--- src/rtl/life_key_ctrl_pkg.sv ---
// Shared definitions for the Game-of-Life key controller and the key front end.
// Holds the 3-bit key codes, the controller FSM encoding and small decode helpers.
// Ports: none (package).
package life_key_ctrl_pkg;

   // Key code bus type, shared with the debounced key front end
   typedef logic [2:0] key_code_t;

   localparam key_code_t KEY_IDLE  = 3'd0;
   localparam key_code_t KEY_UP    = 3'd1;
   localparam key_code_t KEY_DOWN  = 3'd2;
   localparam key_code_t KEY_LEFT  = 3'd3;
   localparam key_code_t KEY_RIGHT = 3'd4;
   localparam key_code_t KEY_FLIP  = 3'd5;
   localparam key_code_t KEY_NXT   = 3'd6;

   // Width of the cursor blink counter
   localparam int BLINK_W = 24;

   // Controller FSM encoding
   typedef enum logic [1:0] {
      ST_IDLE      = 2'd0,
      ST_FLIP_WAIT = 2'd1,
      ST_GEN_WAIT  = 2'd2
   } ctrl_state_e;

   // Codes that produce events; IDLE and the unused code 7 do not
   function automatic logic is_event_code(input key_code_t k);
      return (k != KEY_IDLE) && (k != 3'd7);
   endfunction

   // Codes that move the cursor
   function automatic logic is_move_code(input key_code_t k);
      return (k == KEY_UP) || (k == KEY_DOWN) || (k == KEY_LEFT) || (k == KEY_RIGHT);
   endfunction

endpackage

--- src/rtl/life_key_ctrl_if.sv ---
// Bundle between the key controller, the key front end and the board engine.
// master: controller side (consumes keys/acks, drives cursor, requests, drop pulse).
// slave : environment side (drives keys and acks, observes everything else).
interface life_key_ctrl_if
   import life_key_ctrl_pkg::*;
#(
   parameter int XW = 4,
   parameter int YW = 4
);

   key_code_t      keys;        // debounced key code, IDLE between events
   logic [XW-1:0]  cur_x;       // cursor column
   logic [YW-1:0]  cur_y;       // cursor row
   logic           cursor_vis;  // blink phase for the cursor overlay
   logic           flip_req;    // invert cell at (flip_x, flip_y)
   logic [XW-1:0]  flip_x;      // stable while flip_req=1
   logic [YW-1:0]  flip_y;      // stable while flip_req=1
   logic           flip_ack;    // engine accepted the flip
   logic           gen_req;     // compute next generation
   logic           gen_ack;     // engine accepted/completed the generation
   logic           key_drop;    // 1-cycle pulse: event discarded while busy

   modport master (
      input  keys, flip_ack, gen_ack,
      output cur_x, cur_y, cursor_vis, flip_req, flip_x, flip_y, gen_req, key_drop
   );

   modport slave (
      output keys, flip_ack, gen_ack,
      input  cur_x, cur_y, cursor_vis, flip_req, flip_x, flip_y, gen_req, key_drop
   );

endinterface

--- src/rtl/life_wrap_cnt.sv ---
// Up/down counter over 0..MAX with wrap-around in both directions.
// Latency: value updates on the edge after inc/dec; inc has priority over dec.
// Backpressure: none; ports clk_in, reset (async, active-high), inc, dec, val.
module life_wrap_cnt #(
   parameter int W   = 4,
   parameter int MAX = 15
) (
   input  logic         clk_in,
   input  logic         reset,
   input  logic         inc,
   input  logic         dec,
   output logic [W-1:0] val
);

   // Explicit compares so non-power-of-two ranges wrap correctly
   localparam logic [W-1:0] TOP = W'(MAX);

   always_ff @(posedge clk_in or posedge reset) begin
      if (reset) begin
         val <= '0;
      end else if (inc) begin
         val <= (val == TOP) ? '0 : val + W'(1);
      end else if (dec) begin
         val <= (val == '0) ? TOP : val - W'(1);
      end
   end

endmodule

--- src/rtl/life_key_ctrl.sv ---
// Turns debounced key events into cursor moves, cell-flip and next-generation requests.
// Latency: one cycle from the first non-idle key cycle to the registered outputs.
// Backpressure: while a flip/gen request awaits its ack, new events are dropped (key_drop).
//
// Ports: clk_in, reset (async, active-high), kif (life_key_ctrl_if.master):
//   keys in, flip_ack/gen_ack in, cur_x/cur_y/cursor_vis out,
//   flip_req/flip_x/flip_y out, gen_req out, key_drop out.
module life_key_ctrl
   import life_key_ctrl_pkg::*;
#(
   parameter int                   COLS      = 16,
   parameter int                   ROWS      = 16,
   parameter int                   XW        = $clog2(COLS),
   parameter int                   YW        = $clog2(ROWS),
   parameter logic [BLINK_W-1:0]   BLINK_DIV = 24'd6000000
) (
   input  logic                  clk_in,
   input  logic                  reset,
   life_key_ctrl_if.master       kif
);

   key_code_t           prev_keys;
   ctrl_state_e         state;
   logic [XW-1:0]       cur_x;
   logic [YW-1:0]       cur_y;
   logic [XW-1:0]       flip_x;
   logic [YW-1:0]       flip_y;
   logic                flip_req;
   logic                gen_req;
   logic                key_drop;
   logic                cursor_vis;
   logic [BLINK_W-1:0]  blink_cnt;

   logic key_ev;    // rising edge from IDLE to a valid code
   logic idle_ev;   // event that the controller will act on
   logic x_inc;
   logic x_dec;
   logic y_inc;
   logic y_dec;
   logic move_ev;

   // A held code only fires once because prev_keys is then non-idle;
   // switching directly between two codes never fires for the same reason.
   assign key_ev  = is_event_code(kif.keys) && (prev_keys == KEY_IDLE);
   assign idle_ev = key_ev && (state == ST_IDLE);
   assign x_inc   = idle_ev && (kif.keys == KEY_RIGHT);
   assign x_dec   = idle_ev && (kif.keys == KEY_LEFT);
   assign y_inc   = idle_ev && (kif.keys == KEY_DOWN);
   assign y_dec   = idle_ev && (kif.keys == KEY_UP);
   assign move_ev = idle_ev && is_move_code(kif.keys);

   always_ff @(posedge clk_in or posedge reset) begin
      if (reset) begin
         prev_keys <= KEY_IDLE;
      end else begin
         prev_keys <= kif.keys;
      end
   end

   life_wrap_cnt #(.W(XW), .MAX(COLS - 1)) u_cnt_x (
      .clk_in (clk_in),
      .reset  (reset),
      .inc    (x_inc),
      .dec    (x_dec),
      .val    (cur_x)
   );

   life_wrap_cnt #(.W(YW), .MAX(ROWS - 1)) u_cnt_y (
      .clk_in (clk_in),
      .reset  (reset),
      .inc    (y_inc),
      .dec    (y_dec),
      .val    (cur_y)
   );

   // Request FSM. The req rises on the edge after the event, so an ack seen in
   // the event cycle is still in IDLE and ignored; only acks seen while waiting
   // (req already high) complete the handshake. An event arriving together with
   // the ack is still in a wait state and is therefore dropped.
   always_ff @(posedge clk_in or posedge reset) begin
      if (reset) begin
         state    <= ST_IDLE;
         flip_req <= 1'b0;
         flip_x   <= '0;
         flip_y   <= '0;
         gen_req  <= 1'b0;
         key_drop <= 1'b0;
      end else begin
         key_drop <= 1'b0;
         case (state)
            ST_IDLE: begin
               if (key_ev && (kif.keys == KEY_FLIP)) begin
                  flip_x   <= cur_x;
                  flip_y   <= cur_y;
                  flip_req <= 1'b1;
                  state    <= ST_FLIP_WAIT;
               end else if (key_ev && (kif.keys == KEY_NXT)) begin
                  gen_req  <= 1'b1;
                  state    <= ST_GEN_WAIT;
               end
            end
            ST_FLIP_WAIT: begin
               key_drop <= key_ev;
               if (kif.flip_ack) begin
                  flip_req <= 1'b0;
                  state    <= ST_IDLE;
               end
            end
            ST_GEN_WAIT: begin
               key_drop <= key_ev;
               if (kif.gen_ack) begin
                  gen_req <= 1'b0;
                  state   <= ST_IDLE;
               end
            end
            default: begin
               flip_req <= 1'b0;
               gen_req  <= 1'b0;
               state    <= ST_IDLE;
            end
         endcase
      end
   end

   // Blink: a move restarts the phase with the cursor shown, so the user
   // always sees where the cursor landed.
   always_ff @(posedge clk_in or posedge reset) begin
      if (reset) begin
         blink_cnt  <= '0;
         cursor_vis <= 1'b1;
      end else if (move_ev) begin
         blink_cnt  <= '0;
         cursor_vis <= 1'b1;
      end else if (blink_cnt == BLINK_DIV - BLINK_W'(1)) begin
         blink_cnt  <= '0;
         cursor_vis <= ~cursor_vis;
      end else begin
         blink_cnt  <= blink_cnt + BLINK_W'(1);
      end
   end

   assign kif.cur_x      = cur_x;
   assign kif.cur_y      = cur_y;
   assign kif.cursor_vis = cursor_vis;
   assign kif.flip_req   = flip_req;
   assign kif.flip_x     = flip_x;
   assign kif.flip_y     = flip_y;
   assign kif.gen_req    = gen_req;
   assign kif.key_drop   = key_drop;

endmodule

--- src/flat_wrapper.sv ---
// flat-port wrapper written by rule: the top's interface ports become plain ports
module life_key_ctrl_flat import life_key_ctrl_pkg::*;
#(
   parameter int                   COLS      = 16,
   parameter int                   ROWS      = 16,
   parameter int                   XW        = $clog2(COLS),
   parameter int                   YW        = $clog2(ROWS),
   parameter logic [BLINK_W-1:0]   BLINK_DIV = 24'd6000000
)
  (clk_in, reset, kif_keys, kif_flip_ack, kif_gen_ack, kif_cur_x, kif_cur_y, kif_cursor_vis, kif_flip_req, kif_flip_x, kif_flip_y, kif_gen_req, kif_key_drop);
  life_key_ctrl_if #(.XW(XW), .YW(YW)) kif_i ();
  input  logic clk_in;
  input  logic reset;
  input wire logic [$bits(kif_i.keys)-1:0] kif_keys;
  input wire logic [$bits(kif_i.flip_ack)-1:0] kif_flip_ack;
  input wire logic [$bits(kif_i.gen_ack)-1:0] kif_gen_ack;
  output wire logic [$bits(kif_i.cur_x)-1:0] kif_cur_x;
  output wire logic [$bits(kif_i.cur_y)-1:0] kif_cur_y;
  output wire logic [$bits(kif_i.cursor_vis)-1:0] kif_cursor_vis;
  output wire logic [$bits(kif_i.flip_req)-1:0] kif_flip_req;
  output wire logic [$bits(kif_i.flip_x)-1:0] kif_flip_x;
  output wire logic [$bits(kif_i.flip_y)-1:0] kif_flip_y;
  output wire logic [$bits(kif_i.gen_req)-1:0] kif_gen_req;
  output wire logic [$bits(kif_i.key_drop)-1:0] kif_key_drop;
  assign kif_i.keys = kif_keys;
  assign kif_i.flip_ack = kif_flip_ack;
  assign kif_i.gen_ack = kif_gen_ack;
  assign kif_cur_x = kif_i.cur_x;
  assign kif_cur_y = kif_i.cur_y;
  assign kif_cursor_vis = kif_i.cursor_vis;
  assign kif_flip_req = kif_i.flip_req;
  assign kif_flip_x = kif_i.flip_x;
  assign kif_flip_y = kif_i.flip_y;
  assign kif_gen_req = kif_i.gen_req;
  assign kif_key_drop = kif_i.key_drop;
  life_key_ctrl #(.COLS(COLS), .ROWS(ROWS), .XW(XW), .YW(YW), .BLINK_DIV(BLINK_DIV)) u_core (.clk_in(clk_in), .reset(reset), .kif(kif_i));
endmodule
--- config.mk ---
export PLATFORM = sky130hd
export DESIGN_NAME = life_key_ctrl_flat
export DESIGN_NICKNAME = d
export VERILOG_FILES = /design/src/rtl/life_key_ctrl_pkg.sv /design/src/rtl/life_key_ctrl_if.sv /design/src/rtl/life_wrap_cnt.sv /design/src/rtl/life_key_ctrl.sv /design/src/flat_wrapper.sv
export SDC_FILE = /design/constraint.sdc
export NUM_CORES = 1
export LEC_CHECK = 0
export CORE_ASPECT_RATIO = 0.6
export CORE_MARGIN = 2
export CORE_UTILIZATION = 61
export DETAILED_ROUTE_END_ITERATION = 10
export PLACE_DENSITY = 0.95
export SETUP_SLACK_MARGIN = 0.5
export SYNTH_ARGS = -nofsm -noshare
export SYNTH_HDL_FRONTEND = slang
export SYNTH_SLANG_ARGS = --single-unit
export TNS_END_PERCENT = 10
--- constraint.sdc ---
create_clock -name clk_in -period 2.9 [get_ports clk_in]
set_input_delay 0.435 -clock clk_in [delete_from_list [all_inputs] [get_ports clk_in]]
set_output_delay 0.435 -clock clk_in [all_outputs]
set_load 0.01 [all_outputs]
# Yosys cells after proc, flatten, opt, wreduce, memory -nomap -nowiden
# Cells that the tools add are included.
dict set report classes {
  mux 25
  reduce_logical 26
  eq_ne 18
  addsub 5
  n_bitwise 3
}
# operator n
set ops {}
lappend ops {{two-way mux 24 bit} 2}
lappend ops {{two-way mux 4 bit} 8}
lappend ops {{adder 24 x 1 -> 24 bit (second input constant)} 1}
lappend ops {{== test 24 x 23 -> 1 bit (second input constant)} 1}
lappend ops {{logical AND 1 bit} 10}
lappend ops {{inequality test 2 bit (second input constant)} 5}
lappend ops {{== test 3 bit (second input constant)} 3}
lappend ops {{adder 4 x 1 -> 4 bit (second input constant)} 2}
lappend ops {{== test 4 bit (second input constant)} 2}
lappend ops {{logical NOT 4 bit} 2}
lappend ops {{two-way mux 1 bit} 8}
lappend ops {{two-way mux 2 bit} 4}
lappend ops {{subtractor 4 x 1 -> 4 bit (second input constant)} 2}
lappend ops {{== test 3 x 2 -> 1 bit (second input constant)} 2}
lappend ops {{inequality test 3 bit (second input constant)} 2}
lappend ops {{one-hot mux 1 bit (3 select lines)} 2}
lappend ops {{one-hot mux 2 bit (3 select lines)} 1}
lappend ops {{AND reduction 3 bit} 2}
lappend ops {{nonzero test 2 bit} 3}
lappend ops {{AND reduction 4 bit} 1}
lappend ops {{== test 3 x 1 -> 1 bit (second input constant)} 1}
lappend ops {{logical NOT 3 bit} 1}
lappend ops {{logical OR 1 bit} 3}
lappend ops {{NOT 1 bit} 3}
lappend ops {{6 further kinds} 6}
dict set report word_totals {
  word_cells 88
  out_inout_bits 20
  input_bits 7
  regBits 49
}

# Depth between registers and ports, before layout
dict set report logic_depth {
  depth_word 7
  depth_mapped 7
  depth_no_buf 6
}

# Hierarchy
# From an unflattened synthesis, not the netlist that was laid out.
dict set report unflattened {
  hier_cells 250
  area_unflattened_um2 2547.4
}
# mod seq_area_each_um2 area_per_inst_um2 instances cells_per_inst
set modules_own_cells {}
lappend modules_own_cells {life_key_ctrl 1027.2 2047.0 1 196}
lappend modules_own_cells {life_wrap_cnt 100.1 250.2 2 27}

# Worst setup path before layout
# OpenSTA, ideal clock, no wires.
dict set report synth_timing {
  path_type {flip-flop to flip-flop}
  start {register u_core.state[0]}
  end {register u_core.flip_x[0], in the netlist u_core.kif.flip_x[0]}
  required_ps 2775
  path_stages_with_launch 7
  slack_ps 1003
  t_arrival_ps 1773
  synth_period_minus_slack_ps 1897
  setup_time_ps 125
  path_buffers 1
  path_cell_list {dfrtp_1 -> inv_1 -> ha_1 -> nor4b_2 -> and3_1 -> buf_2 -> mux2_2}
}
dict set report synth_between {
  elab_chain_len 2
}
# item line
set synth_rtl {}
lappend synth_rtl {{start: declaration} life_key_ctrl.sv:23} ;# ctrl_state_e state;
lappend synth_rtl {{start signal: assignment} life_key_ctrl.sv:82} ;# state <= ST_IDLE;
lappend synth_rtl {{start signal: assignment} life_key_ctrl.sv:96} ;# state <= ST_FLIP_WAIT;
lappend synth_rtl {{start signal: assignment} life_key_ctrl.sv:99} ;# state <= ST_GEN_WAIT;
lappend synth_rtl {{logical NOT 2 bit} life_key_ctrl.sv:90} ;# case (state)
lappend synth_rtl {{AND reduction 2 bit (no source line)} -}
lappend synth_rtl {{end signal: assignment} life_key_ctrl.sv:93} ;# flip_x <= cur_x;
lappend synth_rtl {{end: declaration} life_key_ctrl.sv:26} ;# logic [XW-1:0] flip_x;
# Every way passes these cells.
# A chain may end at the register's enable or synchronous reset.

# Worst setup path after layout
dict set report layout_timing {
  start {register u_core.state[0]}
  end {register u_core.flip_y[2], in the netlist u_core.kif.flip_y[2]}
}
dict set report layout_between {
  elab_chain_len 2
}
# item line
set layout_rtl {}
lappend layout_rtl {{logical NOT 2 bit} life_key_ctrl.sv:90}
lappend layout_rtl {{AND reduction 2 bit (no source line)} -}
lappend layout_rtl {{end signal: assignment} life_key_ctrl.sv:94} ;# flip_y <= cur_y;
lappend layout_rtl {{end: declaration} life_key_ctrl.sv:27} ;# logic [YW-1:0] flip_y;
# Every way passes these cells.

==> results.cfg <==
[sta]
finalClockSkew_ps = 3.85
period_needed_ps = 2250
worst_pin_slew_ps = 565
grt_setup_unrepaired = no
max_freq_mhz = 445
setup_tns_ps = 0
relSlewSlack = 0.620
finalHoldViolCount = 0
slew_violations = 0
finalCritPeriodShare = 0.775
setup_viol = 0

[power]
vdd_drop_max_mv = 0.497
seqPwrFrac = 0.470
p_per_area_mw_per_mm2 = 718
combPwrFrac = 0.348
leakage_nw = 1.29
p_sw_frac = 0.359
power_frac_clock = 0.182
internal_power_mw = 1.41
p_sw_mw = 0.790
power_mw = 2.20

[synth]
synthCells = 271
synth-async-reset-ratio = 1.00
syn_avg_cell_area_um2 = 9.88
ys_ff_latch = 49
synth_edf_count = 0
ys_seq_area_frac = 0.458
synth_warnings = 0
yosys-top-cells-area = dfrtp_1, ha_1, mux2_2, nor2_1, a21oi_1
yosys.area.top_type = dfrtp_1
syn-cell-area_mm2 = 0.00268
yosys.area.top_type_share = 0.448
ys_types = 50
syn-num-nets = 286
ys.flop_type = dfrtp_1

[layout]
drive_gt1_frac = 0.111
syn_to_final_growth_pct = 14.5
mostFrequentLayoutCell = dfrtp_1
multiInputGateArea_mm2 = 0.00134
mostFrequentLayoutCells = dfrtp_1, clkdlybuf4s50_1, nor2_1
nNetsFinal = 312
fill_cells = 293
n_antenna_cell = 0
seqCellArea_mm2 = 0.00123

[clock_network]
clk_latency_ps = 310
numCtsBuffers = 5
path_clk_slew_ps = 90
cts.htree.levels = 2
cts_tree = done
cts_root_buffer = clkbuf_8
clock_sinks = 49
hold_buffers = 0
cts_buffer_depth = 2

[global_route]
grt_max_degree = 26
antenna_found_initial = 0
grt_pass1_vias = 1937
grt_pass1_wl_mm = 9.37
grt_util_all_layers = 0.244
grt_remaining_overflow = 0

[floorplan]
core_mm2 = 0.00417
ios = 27
rows = 18
fp.dieW_um = 89.6
die_h_um = 55.3
dieArea_mm2 = 0.00495
floorplan.initialDensity = 0.643

[worst_setup_path]
crit_fanout = 8
end_kind = flip-flop
cp-start-kind = flip-flop
reg2reg_from = u_core.state[0]$_DFFE_PP0P_
required_ps = 3100
cp-startpoint = u_core.state[0]$_DFFE_PP0P_
r2r-end = u_core.kif.flip_y[2]$_DFFE_PP0P_
r2r_slack_ps = 650
worstRegToRegCells = 5
worst_ep_arrival_time_ps = 2440
setup.worst_path.class = flip-flop to flip-flop

[hold_path]
hp-class = input port to asynchronous set/reset pin

[routing]
drt_iter0_drc = 201
drc = 0
avgRoutedWirePerCell_um = 15.2
wl_mm = 5.43
vias = 2179
routed_via_density = 6.09
drt_first_pass_iters = 5
ant_nets = 0

[placement]
dp_hpwl_mm = 3.88
gp_congestion = 0.823
portBuffers = 26

[job]
cap_violations = 0

[outcome]
outcome = completed
## cells by family after synthesis
kind of cell,count (synthesis),synth area share
buf+inv,25,0.0430
simple gates,109,0.241
mux,9,0.0374
compound gates,57,0.138
xor+xnor,14,0.0458
fa+ha+maj,8,0.0374
flops,49,0.458
## what timing repair did
action / in CTS / in global routing
resized for setup: 0 / 1
setup endpoints to repair: 0 / 8
buffers inserted: 0 / 0
## per-stage QoR
| stage | utilization | hold WS (ps) | area, um2 | cells | worst slack (ps) |
|---|---|---|---|---|---|
| after global routing | 0.736 | 522 | 3070 | 358 | 507 |
| after floorplan | - | 444 | 2680 | 271 | 1000 |
| after global placement | 0.716 | 471 | 2980 | 350 | 579 |
| after detailed placement | 0.716 | 493 | 2980 | 350 | 506 |
| final | 0.736 | 462 | 3070 | 358 | 653 |
| after CTS | 0.736 | 472 | 3070 | 358 | 578 |
## synthesized netlist by cell type, drive strengths merged, types with 6 or more instances
| cell | n |
|---|---|
| xnor2 | 6 |
| mux2 | 8 |
| nand3 | 13 |
| xor2 | 8 |
| o31ai | 8 |
| ha | 8 |
| or4 | 6 |
| o21ai | 14 |
| dfrtp | 48 |
| or3 | 7 |
| clkbuf | 6 |
| nor2 | 24 |
| nand2 | 16 |
| a21oi | 15 |
| inv | 14 |
| nand4 | 6 |
| a31oi | 8 |
## worst max path at each step
stage	endpoint	slack, ps	cells after the start
floorplan	u_core.kif.flip_x[0]$_DFFE_PP0P_	1000	6
global placement	u_core.kif.flip_x[1]$_DFFE_PP0P_	580	5
detailed placement	u_core.kif.flip_y[2]$_DFFE_PP0P_	510	5
CTS	u_core.kif.flip_y[2]$_DFFE_PP0P_	580	5
global route	u_core.u_cnt_x.val[0]$_DFFE_PP0P_	510	6
finish	u_core.kif.flip_y[2]$_DFFE_PP0P_	650	5
## state kept, by name (all words and copies together) (netlist names), 2 cells and up
register,flops
u_core.blink_cnt,24
u_core.state,2
u_core.prev_keys,3
u_core.u_cnt_x.val,4
u_core.u_cnt_y.val,4
u_core.kif.flip_x,4
u_core.kif.flip_y,4
## metal layers
layer	share of wire	vias to the layer above	track usage
li1	-	1036	-
met1	0.50	1051	0.391
met2	0.42	82	0.327
met3	0.061	10	0.0493
met4	0.017	0	0.0768
met5	0	-	0
## power by group through the flow
stage                     sequential, mW  combinational (mW)  clock [mW]
after floorplan                     1.02               0.461           0
after global placement              1.03               0.723           0
after detailed placement            1.05               0.755           0
after CTS                           1.03               0.768       0.409
after global routing                1.06               0.853       0.440
final                               1.03               0.765       0.401
## critical path, cell delays in order (launching register included)
cell and delay [ps]:
dfrtp_1 420, inv_1 120, ha_1 310, nor4b_2 490, and3_2 410, mux2_2 370
## layout make-up
cell class / instances / share of cell area
Tap cell: 60 / 0.0245
Inverter: 14 / 0.0171
Multi-Input combinational cell: 197 / 0.436
Clock inverter: 1 / 0.00245
Clock buffer: 7 / 0.0249
Sequential cell: 49 / 0.400
Timing Repair Buffer: 30 / 0.0947
Power figures use the tool's default switching activity.
